`config.mk`:
```
export PLATFORM = sky130hd
export DESIGN_NAME = wishbone_timer
export DESIGN_NICKNAME = d
export VERILOG_FILES = /design/src/rtl/wishbone_timer.sv
export SDC_FILE = /design/constraint.sdc
export NUM_CORES = 1
export LEC_CHECK = 0
export CAP_MARGIN = 20
export CORE_UTILIZATION = 29
export DETAILED_ROUTE_END_ITERATION = 8
export HOLD_SLACK_MARGIN = 0.1
export PLACE_DENSITY_LB_ADDON = 0.12
export SETUP_SLACK_MARGIN = 0.02
export SLEW_MARGIN = 20
export SYNTH_ARGS = -nofsm -noshare
export SYNTH_HDL_FRONTEND = slang
export SYNTH_SLANG_ARGS = --single-unit
```
`constraint.sdc`:
```
create_clock -name sys_clk -period 5.5 [get_ports sys_clk]
set_input_delay 1.1 -clock sys_clk [delete_from_list [all_inputs] [get_ports sys_clk]]
set_output_delay 1.1 -clock sys_clk [all_outputs]
set_load 0.01 [all_outputs]
```
`src/rtl/wishbone_timer.sv`:
```
// wishbone_timer: 32-bit memory-mapped timer on one Wishbone crossbar slave port.
// Provides a prescaled up-counter, a compare match with a sticky status flag,
// one-shot or auto-reload operation, and an optional level interrupt.
//
// Build option: define WB_TIMER_IRQ_EN to make CTRL.IE writable/readable and to
// drive irq = MATCH & IE. Without it, CTRL.IE reads 0 and irq is tied low.
//
// Register map (word index adr[4:2]):
//   0 CTRL     bit0 EN, bit1 RELOAD, bit2 IE
//   1 PRESCALE PRESCALE_WIDTH bits, zero-extended on read
//   2 COUNT    32-bit up-counter
//   3 COMPARE  32-bit compare value
//   4 STATUS   bit0 MATCH, sticky, write 1 to clear
//   5..7       unmapped, answered with err
//
// Handshake: a transfer is requested when cyc & stb are high while the slave
// is idle. At the next clock edge exactly one of ack/err rises for a single
// cycle; writes take effect and read data is captured on that same edge. The
// master may drop cyc/stb after that sampling edge; a strobe still high during
// the response cycle is not sampled again, so at most one transfer completes
// every two cycles. A response already in flight completes even if cyc drops.

module wishbone_timer #(
  parameter int ADDR_WIDTH     = 32,
  parameter int DATA_WIDTH     = 32,
  parameter int TAG_WIDTH      = 3,
  parameter int PRESCALE_WIDTH = 16
) (
  input  logic                    sys_clk,
  input  logic                    sys_rst,
  input  logic                    cyc,
  input  logic                    stb,
  input  logic                    we,
  input  logic [TAG_WIDTH-1:0]    tag,
  input  logic [DATA_WIDTH/8-1:0] sel,
  input  logic [ADDR_WIDTH-1:0]   adr,
  input  logic [DATA_WIDTH-1:0]   mosi,
  output logic [DATA_WIDTH-1:0]   miso,
  output logic                    ack,
  output logic                    err,
  output logic                    irq,
  output logic                    dbg_state
);

  // Slave response state machine encoding; exported on dbg_state.
  typedef enum logic {
    S_IDLE = 1'b0,
    S_RESP = 1'b1
  } slave_state_t;

  localparam logic [2:0] IDX_CTRL     = 3'd0;
  localparam logic [2:0] IDX_PRESCALE = 3'd1;
  localparam logic [2:0] IDX_COUNT    = 3'd2;
  localparam logic [2:0] IDX_COMPARE  = 3'd3;
  localparam logic [2:0] IDX_STATUS   = 3'd4;

  slave_state_t state;

  // Bus decode
  logic [2:0] idx;
  logic       req;
  logic       mapped;
  logic       wr;
  logic       wr_ctrl;
  logic       wr_prescale;
  logic       wr_count;
  logic       wr_compare;
  logic       ctrl_wr_lane;
  logic       status_clr;

  // Programmer-visible state
  logic                      ctrl_en;
  logic                      ctrl_reload;
  logic                      ctrl_ie;
  logic [PRESCALE_WIDTH-1:0] prescale;
  logic [31:0]               count;
  logic [31:0]               compare;
  logic                      match;

  // Timer internals
  logic [PRESCALE_WIDTH-1:0] psc_cnt;
  logic                      tick;
  logic                      hit;
  logic [31:0]               prescale_ext;
  logic [31:0]               rdata;

  // Address bits below the word index and above the map, plus tag, carry no meaning here.
  logic unused_inputs;
  assign unused_inputs = ^{tag, adr[ADDR_WIDTH-1:5], adr[1:0]};

  // Replace the bytes of old_val selected by be with the matching bytes of new_val.
  function automatic logic [31:0] byte_merge(input logic [31:0] old_val,
                                             input logic [31:0] new_val,
                                             input logic [3:0]  be);
    logic [31:0] res;
    res = old_val;
    for (int b = 0; b < 4; b++) begin
      if (be[b]) res[8*b +: 8] = new_val[8*b +: 8];
    end
    return res;
  endfunction

  assign idx          = adr[4:2];
  assign mapped       = (idx <= IDX_STATUS);
  assign req          = (state == S_IDLE) && cyc && stb && !ack && !err;
  assign wr           = req && we && mapped;
  assign wr_ctrl      = wr && (idx == IDX_CTRL);
  assign wr_prescale  = wr && (idx == IDX_PRESCALE);
  assign wr_count     = wr && (idx == IDX_COUNT);
  assign wr_compare   = wr && (idx == IDX_COMPARE);
  assign ctrl_wr_lane = wr_ctrl && sel[0];
  assign status_clr   = wr && (idx == IDX_STATUS) && sel[0] && mosi[0];

  // A tick fires when the enabled prescaler has counted up to PRESCALE.
  assign tick = ctrl_en && (psc_cnt == prescale);
  assign hit  = tick && (count == compare);

  assign dbg_state = state;

  // Zero-extend PRESCALE to a bus word for readback and byte merging.
  always_comb begin
    prescale_ext = '0;
    prescale_ext[PRESCALE_WIDTH-1:0] = prescale;
  end

  // Read mux over the pre-edge register values.
  always_comb begin
    rdata = '0;
    case (idx)
      IDX_CTRL:     rdata = {29'd0, ctrl_ie, ctrl_reload, ctrl_en};
      IDX_PRESCALE: rdata = prescale_ext;
      IDX_COUNT:    rdata = count;
      IDX_COMPARE:  rdata = compare;
      IDX_STATUS:   rdata = {31'd0, match};
      default:      rdata = '0;
    endcase
  end

  // Slave FSM: accept a strobe in IDLE, answer with a one-cycle ack or err in RESP.
  always_ff @(posedge sys_clk) begin
    if (sys_rst) begin
      state <= S_IDLE;
      ack   <= 1'b0;
      err   <= 1'b0;
      miso  <= '0;
    end else begin
      case (state)
        S_IDLE: begin
          if (req) begin
            state <= S_RESP;
            ack   <= mapped;
            err   <= !mapped;
            miso  <= mapped ? rdata : '0;
          end else begin
            ack  <= 1'b0;
            err  <= 1'b0;
            miso <= '0;
          end
        end
        S_RESP: begin
          state <= S_IDLE;
          ack   <= 1'b0;
          err   <= 1'b0;
          miso  <= '0;
        end
        default: begin
          state <= S_IDLE;
          ack   <= 1'b0;
          err   <= 1'b0;
          miso  <= '0;
        end
      endcase
    end
  end

  // Prescaler: counts 0..PRESCALE while enabled, restarts on tick, disable or PRESCALE write.
  always_ff @(posedge sys_clk) begin
    if (sys_rst) begin
      psc_cnt <= '0;
    end else if (wr_prescale || !ctrl_en || tick) begin
      psc_cnt <= '0;
    end else begin
      psc_cnt <= psc_cnt + 1'b1;
    end
  end

  // PRESCALE and COMPARE registers: byte-lane writes from the bus only.
  always_ff @(posedge sys_clk) begin
    if (sys_rst) begin
      prescale <= '0;
      compare  <= 32'hFFFF_FFFF;
    end else begin
      if (wr_prescale) prescale <= PRESCALE_WIDTH'(byte_merge(prescale_ext, mosi, sel));
      if (wr_compare)  compare  <= byte_merge(compare, mosi, sel);
    end
  end

  // COUNT: bus write beats the tick; on a match it reloads to 0 or holds for one-shot.
  always_ff @(posedge sys_clk) begin
    if (sys_rst) begin
      count <= '0;
    end else if (wr_count) begin
      count <= byte_merge(count, mosi, sel);
    end else if (hit) begin
      if (ctrl_reload) count <= '0;
    end else if (tick) begin
      count <= count + 32'd1;
    end
  end

  // CTRL EN/RELOAD: bus write beats the one-shot self-disable on a match.
  always_ff @(posedge sys_clk) begin
    if (sys_rst) begin
      ctrl_en     <= 1'b0;
      ctrl_reload <= 1'b0;
    end else if (ctrl_wr_lane) begin
      ctrl_en     <= mosi[0];
      ctrl_reload <= mosi[1];
    end else if (hit && !ctrl_reload) begin
      ctrl_en <= 1'b0;
    end
  end

  // MATCH: set on a compare hit; a same-edge write-1 clear loses to the set.
  always_ff @(posedge sys_clk) begin
    if (sys_rst) begin
      match <= 1'b0;
    end else if (hit) begin
      match <= 1'b1;
    end else if (status_clr) begin
      match <= 1'b0;
    end
  end

`ifdef WB_TIMER_IRQ_EN
  logic match_next;
  logic ie_next;

  // Next-state view of MATCH and IE so irq rises on the same edge as MATCH.
  always_comb begin
    match_next = hit || (match && !status_clr);
    ie_next    = ctrl_wr_lane ? mosi[2] : ctrl_ie;
  end

  // CTRL.IE bit and the registered level interrupt.
  always_ff @(posedge sys_clk) begin
    if (sys_rst) begin
      ctrl_ie <= 1'b0;
      irq     <= 1'b0;
    end else begin
      ctrl_ie <= ie_next;
      irq     <= match_next && ie_next;
    end
  end
`else
  assign ctrl_ie = 1'b0;
  assign irq     = 1'b0;
`endif

endmodule

```
**After elaboration in Yosys (flattened, before gate mapping)**

Index checks and enable logic that the tools add are counted.

- Register bits: 134
- Logic and storage cells: 94
- Bits of input ports: 76

- $add $sub $neg: 2
- Equality and inequality tests: 11
- Bitwise logic cells: 1
- Muxes and demuxes: 22
- Reduce and logical (&&, ||, !) cells: 39
- Order comparisons: 1

Operator list:

| cell | count |
|---|---|
| 2-to-1 mux 32 bit | 6 |
| case mux 32 bit (5 select lines) | 1 |
| case mux 32 bit (2 select lines) | 1 |
| adder 32 x 1 -> 32 bit, second input constant | 1 |
| equality test 32 bit | 1 |
| 2-to-1 mux 8 bit | 4 |
| logical AND 1 bit | 17 |
| adder 16 x 1 -> 16 bit, second input constant | 1 |
| equality test 16 bit | 1 |
| AND reduction 2 bit | 6 |
| AND reduction 3 bit | 4 |
| != test 2 bit, second input constant | 4 |
| 2-to-1 mux 1 bit | 7 |
| equality test 3 x 2 -> 1 bit, second input constant | 2 |
| case mux 1 bit (2 select lines) | 3 |
| logical NOT 1 bit | 5 |
| nonzero test 2 bit | 2 |
| equality test 3 x 1 -> 1 bit, second input constant | 1 |
| equality test 3 bit, second input constant | 1 |
| <= comparator 3 bit, second input constant | 1 |
| logical NOT 3 bit | 1 |
| != test 3 bit, second input constant | 1 |
| nonzero test 3 bit | 1 |
| logical OR 1 bit | 2 |
| 2 further kinds | 2 |

**Depth between registers and ports, before layout**

Gate-level depths: netlist (run 1).

- Depth in word-level cells: 12
- Gate-level depth with buffers: 11

**Worst setup path after synthesis (run 1)**

No wires, ideal clock.

- Kind: input port to flip-flop
- Start point: input port adr[3]
- End point: register count[0]
- Stages: 10
- Data arrival time: 2.657 ns
- Setup slack: 2.758 ns
- Setup time: 0.086 ns
- Required time: 5.414 ns
- Cell sequence: nor2b_4 nor2b_1 buf_2 and2_1 buf_6 nor3_4 a22o_1 buf_2 nor2_1 a211oi_1

- Cells in the longest elaborated chain, start to end: 5

Ends and longest elaborated chain:

| what | RTL line | source |
|---|---|---|
| start, declared | 36 | `input logic [ADDR_WIDTH-1:0] adr,` |
| <= comparator 3 bit | 104 | `assign mapped = (idx <= IDX_STATUS);` |
| logical AND 1 bit | 106 | `assign wr = req && we && mapped;` |
| logical AND 1 bit (*) | 109 | `assign wr_count = wr && (idx == IDX_COUNT);` |
| != test 3 bit (no line), or another cell as far along | n/a |  |
| AND reduction 3 bit (no line) | n/a |  |
| end signal, assigned | 203 | `count <= byte_merge(count, mosi, sel);` |
| end signal, assigned | 207 | `count <= count + 32'd1;` |
| end, declared | 76 | `logic [31:0] count;` |

Every way passes the cells marked *; elsewhere a longest branch is shown, timed or not.
A chain may end at the register's enable or synchronous reset.

**Worst setup path in the final report (run 1)**

- Start point: input port adr[3]
- End point: register count[31]

The elaborated chain is that of the path after synthesis.

==> run summary, run 1 <==
The worst hold path was traced through 2 stages. The first global-routing pass estimated 34400 um of wire. Counting flops and latches in the post-synthesis netlist gives 134. After clock tree synthesis, the clock-pin slew on the worst setup and hold paths is 0.06 ns. The number of global-route vias before repair is 5793. The final critical path time including I/O delays and setup is 3.76 ns, and the first-iteration detailed-routing DRC count is 414. The worst setup path is of the in2reg kind. STA puts the critical path data required time at 5.84 ns. Setup repair after global routing left no endpoint under its margin. The initial antenna violation count is 0. The half-perimeter wire length after placement is 15600 um.

In this run, synthesis inferred 0 flip-flops with an integrated enable. For the number of distinct library cells after synthesis, the log shows 65. Traced cell by cell, the critical path runs through clkdlybuf4s50_1, nor2b_4, nor2b_1, buf_4, and2_2, nor3_4, a31oi_1, nand2_1, o21ai_0. Buffers inserted to repair hold after CTS numbered 0. The row count is 55. 0 antenna diodes ended up in the layout.

The number of clock sinks was 134; the number of buffer and inverter instances along the worst setup path was 2. After detailed routing, the number of vias per cell comes to 5.19. TritonCTS built the clock tree. The longest clock path from root to sink contains 2 buffers.

The logs give 0 for the leftover overflow at the end of global routing and 23700 um2 for the die outline area. Routability-driven placement finished with a final weighted congestion of 0.808. The pin count of the biggest net entering global routing is 82. For this run, design rule violations remaining after detail routing come to 0. For the core outline area, the log shows 22600 um2. Detailed routing inserted a total of 6090 vias. The mean post-synth cell area was 8.03 um2.

Among all flip-flop cells after synthesis, the most frequent one is dfxtp_1. The share of the Yosys chip area taken by registers is 40.0%. The kind of capture point of the worst setup path is a flip-flop. The element type at the critical path start was an input pin.

The tools report the capture instance of the worst register-to-register path as count[16]. For flop-to-flop paths, the worst setup slack is 2.41 ns. Global routing usage summed across all routing layers: 19.1%. Measured along the x axis, the die boundary spans 154 um. Number of top-level design ports: 112. In the final routed layout, each cell accounts on average for 18.7 um. The clock arrives with 0.0118 ns of skew. For the count of mapped cells out of synthesis, the log shows 834. Yosys attributes the largest share of cell area to dfxtp_1 (40%), nand2_1 (7.3%), xnor2_1 (5.5%), nand3_1 (5.5%), nor2_1 (4.1%). The run gives 4.10 ns as the worst path arrival time. The launching point of the worst reg2reg path is count[13]. The highest net fanout along the worst path works out to 17.

For the count of pins over their slew limit, the log shows 0. The root buffer selected by CTS was clkbuf_16. The cell with the largest stage delay on the worst path is a31oi_1. Buffer count from post-CTS setup fixing: 0.

TritonCTS created 17 clock buffers. The first detailed-routing pass took 5 iterations. The finished layout holds 1174 standard cells, fillers aside. Hold path startpoint: prescale[6].

At the end of the flow, the number of nets in the layout was 955. Once detail routing completed, the nets flagged for antenna violations numbered 0. The logs give 0.42 ns for the clock latency reported for the late side of the worst-skew pair and 1143 for the count of placed standard cells including taps. The final number of setup-violating endpoints was 0; the share of the cycle needed by the critical path after routing was 68.4%. When the netlist entered floorplanning its net count stood at 912. The area fraction of the dominant cell type after synthesis is 40.0%.

For this run, the top clock speed supported by timing is 0.266 GHz. The die span in y is 154 um, and the number of levels the H-tree was split into is 4. The synthesized design spends more area on one cell type than any other, namely dfxtp_1.

In this run the tightest slew margin relative to its limit is 32.1%. The logs give 22000 um for the total detailed-routing wirelength and 0 for the count of warnings emitted by yosys. The number of maximum-capacitance violations is 0.

The flow ran to the end, and the final reports show no timing, DRC or antenna violations. The tools report the initial cell density of the core as 29.6%. For the number of hold violations in the final report, the log shows 0. The power per standard cell area is 283 nW/um2.

The worst-case vdd ir drop came out at 194 uV. Compared with the post-synthesis result, the final layout area differs by 23.3%. Overall power consumption after layout is estimated at 2.34 mW. For hold timing, the worst endpoint is prescale[6]. Once the clock tree was built, the resizer swapped 0 gates to a different size. In this run the tool buffered the top-level ports with 78 buffer cells. In this design, the stage delay of the slowest critical-path cell is 0.66 ns. The depth of the most critical reg-to-reg path came out at 7. The worst hold-check path type is reg2reg. Actual slew at the worst max-slew pin: 1.01 ns.

In this run the static leakage power is 2.90 nW. The fraction of registers with async set or reset after synthesis came out at 0%. The share of layout cells above drive strength 1 is 8.21%, and the setup total negative slack is 0 ns. On the critical path the largest part of the delay comes from simple AND/OR/NAND/NOR gates.

The post-synth design cell area is 6700 um2.
==> worst min-delay path: stages (launching register included) <==
cell and delay, ns:
dfxtp_1 0.33, nand2_1 0.06, a21oi_1 0.05
==> where the power goes <==
part / internal, mW / total [mW] / switching [mW]
Clock: 0.780 / 1.23 / 0.452
Sequential: 0.976 / 0.981 / 0.00467
Combinational: 0.0572 / 0.129 / 0.0719
==> layer usage <==
metal  part of all wire [%]  track usage [%]  vias up
met5                      0                0        -
met4                    1.8             6.33        0
met3                    2.9             2.90       25
met2                     45             29.7      133
met1                     50             26.7     2902
li1                       -                -     3030
==> cell usage in the layout, fill, tap and decap left out, types with 6 or more instances in the layout <==
cell	count
o211ai_1	6
nand3_1	73
xnor2_1	42
xor2_1	23
inv_1	16
nor2_1	74
dfxtp_1	134
a22oi_1	33
o32ai_1	7
nand2_1	131
clkdlybuf4s50_1	77
mux2_2	14
nor3_1	27
a21oi_1	49
nand4_1	18
nor4_1	9
clkbuf_16	17
o21ai_0	16
buf_4	9
and3_1	16
==> how the worst max path moves through the flow <==
stage | endpoint | from | slack (ns) | cells after the start
floorplan | count[0] | adr[3] | 2.76 | 10
global placement | count[30] | adr[3] | 1.34 | 9
detailed placement | count[30] | adr[3] | 1.29 | 9
CTS | count[31] | adr[3] | 1.73 | 9
global route | count[24] | adr[3] | 1.56 | 9
finish | count[31] | adr[3] | 1.74 | 9
==> registers in the layout (all words and copies together) (netlist names), 16 cells and up <==
register and cells:
compare 32, count 32, miso 32, prescale 16, psc_cnt 16
==> cells in the mapped netlist (4+ instances only) <==
library cell,instances
mux2_2,14
o211ai_1,6
xnor2_1,42
nor2_1,74
a211oi_1,4
and4_1,4
buf_2,29
and3_1,16
nor4_1,9
o41ai_1,4
nand3_1,73
clkbuf_1,27
a21oi_1,49
nor3_1,27
xor2_1,23
a22oi_1,33
inv_1,16
a22o_1,4
o21ai_0,16
o21ai_1,4
nand4_1,18
o32ai_1,7
buf_1,4
nand2_1,131
dfxtp_1,134
==> cell families (layout without fill, tap and decap cells) <==
family	after synthesis	count (layout)	synth area share [%]
AOI/OAI and AO/OA	150	150	14.9
xor gates and xnor gates	65	65	8.50
adders and majority gates	2	2	0.373
buffers and inverters	81	136	5.32
DFF	134	134	40.0
muxes	18	18	3.14
other	1	1	0.0560
and+or+nand+nor	383	383	27.6
==> stage by stage <==
step                      setup slack, ns  utilization, %  hold slack, ns  cell area (um2)
after floorplan                      2.76               -           0.447             6700
after global placement               1.34            33.7           0.479             7630
after detailed placement             1.29            33.7           0.481             7630
after CTS                            1.73            36.5           0.489             8260
after global routing                 1.56            36.5           0.514             8260
final                                1.74            36.5           0.487             8260
==> layout make-up <==
type | count | area (um2)
fillers | 2340 | 14400
multi-input cells | 619 | 3670
flip-flops and latches | 134 | 2680
repair buffers | 88 | 863
clock buffers | 19 | 453
well taps | 285 | 357
clock inverters | 12 | 175
inverters | 17 | 63.8
(Power assumes the default switching activity.)
==> run 2, diff against run 1 <==
clock period = 3.35 ns   (was 5.5 ns; I/O delays follow)
==> run summary, run 2 (same netlist as run 1, synthesis figures left out) <==
The logs give 2.85 mW (+57%) for the internal power summed over all cells and 3.66 ns (-2.18 ns) for the required time reported for the critical path endpoint. The switching part of the total power came out at 22.8% (+0.27 points). The number of buffers inserted during clock tree synthesis was 17 (unchanged); the routability congestion estimate from global placement was 0.806 (-0.30%). The clock slew seen by the registers of the worst setup and hold paths was 0.06 ns (about the same); the maximum clock path buffer count was 2 (unchanged). The run gives 22600 um2 (unchanged) as the core outline area.

The count of fill cells added during filler insertion is 2333 (-0.30%). The global-route wire length before repair is 35000 um (+1.9%). For the post-route DRC violation count, the log shows 0 (unchanged).

The number of hold violations in the final report is 0 (unchanged), and the highest net fanout along the worst path is 14 (-3). The run finished with clean final reports. The run gives 112 (unchanged) as the number of top-level design ports. The logs give 3.70 mW (+58%) for the overall power consumption and 2.98 nW (+2.9%) for the leakage power of the design. Number of cells upsized or downsized after cts: 0 (unchanged). The run gives 60 (-27%) as the pin count of the biggest net entering global routing. The die span in y was 154 um (unchanged); the worst setup slack before clock tree synthesis was 0.289 ns (-1.00 ns). Total detailed-routing wirelength: 22100 um (+0.40%). The final critical path time including I/O delays and setup is 2.83 ns. The count of input and output buffers was 78 (unchanged); the post-layout instance area was 8390 um2 (+1.5%). The floorplan die width was 154 um (unchanged); the upper clock frequency limit was 0.354 GHz. The half-perimeter wire length after placement was 16100 um (+3.7%); the share of the cycle needed by the critical path after routing was 84.3%. The initial antenna violation count came out at 0 (unchanged).

The row count was 55 (unchanged). The kind of capture point of the worst setup path is a flip-flop. Worst path arrival time: 3.14 ns (-0.96 ns). The run gives 0 (unchanged) as the count of pins over their slew limit.

The worst max-slew margin expressed relative to the limit is 52.1% (+20 points). The average wire per standard cell works out to 18.5 um (-1.4%). STA classifies the critical path startpoint as a flip-flop. The post-route non-filler standard cell count is 1195 (+1.8%), and the power per standard cell area is 441 nW/um2 (+56%). Post-detailed-route via-to-cell ratio: 5.10 (-1.7%). The actual slew at the worst max-slew pin came out at 0.708 ns (-0.304 ns).

For the sequential fraction of design power, the log shows 43.5% (+1.6 points). Number of global-route vias before repair: 5962 (+2.9%). Setup repair after global routing left no endpoint under its margin. The number of nets in the layout was 975 (+2.1%); the number of nets with antenna violations after detailed routing was 0 (unchanged). TritonCTS built the clock tree. The share of layout cells above drive strength 1 was 9.89% (+1.7 points). In the final layout, the registers with the most flip-flops are compare (32), count (32), miso (32). The type of the worst setup path was reg2reg. The tools report the count of antenna diodes in the layout as 0 (unchanged). The standard cell area after detailed placement was 7810 um2 (+2.3%). The net switching component of the power came out at 845 uW (+60%). The die outline area is 23700 um2 (unchanged).

The first-iteration detailed-routing DRC count came out at 461 (+11%). The worst hold-check path type was reg2reg. The number of levels the H-tree was split into came out at 4 (unchanged). The number of vias after detailed routing was 6091 (+0.016%). The run gives 0 (unchanged) as the leftover overflow at the end of global routing. The buffer count from post-CTS setup fixing was 0 (unchanged). The number of maximum-capacitance violations was 0 (unchanged).

The global routing usage summed across all routing layers is 19.4% (+0.31 points). The logs give 5.9% (+0.4 points) for the combinational fraction of design power and 0 ns (unchanged) for the setup total negative slack. The layout overhead on the synthesized area works out to 25.2%.

The run gives 0.525 ns (-1.21 ns) as the final worst-path setup slack. The library cells used most frequently in the layout, excluding fill and tap cells, are dfxtp_1 (134), nand2_1 (131), clkdlybuf4s50_1 (77), nor2_1 (74), nand3_1 (73). The tree is rooted in a clkbuf_16.

The clock latency reported for the late side of the worst-skew pair came out at 0.42 ns (about the same). The final number of setup-violating endpoints came out at 0 (unchanged). The count of placed standard cells including taps came out at 1163 (+1.7%). For the number of buffers added to fix hold violations after cts, the log shows 0 (unchanged).

Clock share of power: 50.6% (-2.0 points). The tools report the iteration count of the initial detailed-routing pass as 5 (unchanged). The core occupancy in the finished layout is 37.0% (+0.56 points), and the worst-case vdd ir drop is 260 uV (+34%).

The library cell used most frequently in the layout, excluding fill and tap cells, is dfxtp_1. The tools report the worst hold margin as 0.493 ns (+0.00657 ns). The clock tree skew after final layout came out at 0.00819 ns (-0.00357 ns).

The logs give 134 (unchanged) for the number of clock sinks and 29.6% (unchanged) for the initial cell density of the core.
run 2: final timing paths:
path               start          end  slack, ns  cells after the start
max            count[26]    count[29]       0.52                      8
min          prescale[6]  prescale[6]       0.49                      2
max reg2reg    count[26]    count[29]       0.52                      8
min reg2reg  prescale[6]  prescale[6]       0.49                      2
run 2: power groups by stage:
stage	Sequential [mW]	Combinational [mW]	Clock, mW
after floorplan	1.65	0.0941	0
after CTS	1.61	0.219	1.91
after global placement	1.65	0.220	0
final	1.61	0.218	1.87
after detailed placement	1.65	0.218	0
after global routing	1.61	0.234	1.98
run 2: final cells by class:
| type | count | area (um2) | area share (%) |
|---|---|---|---|
| flip-flops and latches | 134 | 2680 | 32.0 |
| inverters | 17 | 63.8 | 0.761 |
| multi-input cells | 619 | 3670 | 43.7 |
| clock inverters | 8 | 97.6 | 1.16 |
| clock buffers | 24 | 482 | 5.74 |
| repair buffers | 108 | 1040 | 12.4 |
| well taps | 285 | 357 | 4.25 |
run 2: routing by layer:
layer | part of all wire (%) | wire [um] | global-route usage, % | up-vias
li1 | - | - | - | 3069
met1 | 50 | 11100 | 27.3 | 2842
met2 | 44 | 9780 | 30.0 | 159
met3 | 3.8 | 835 | 2.90 | 21
met4 | 1.7 | 381 | 6.57 | 0
met5 | 0 | 0 | 0 | -
run 2: critical path: stages, from the launching register on:
cell and delay, ns:
dfxtp_1 0.37, xnor2_1 0.43, nand4_1 0.21, nor4_2 0.45
and4_1 0.46, buf_4 0.28, or2_2 0.18, o21ai_1 0.08
a32o_1 0.25
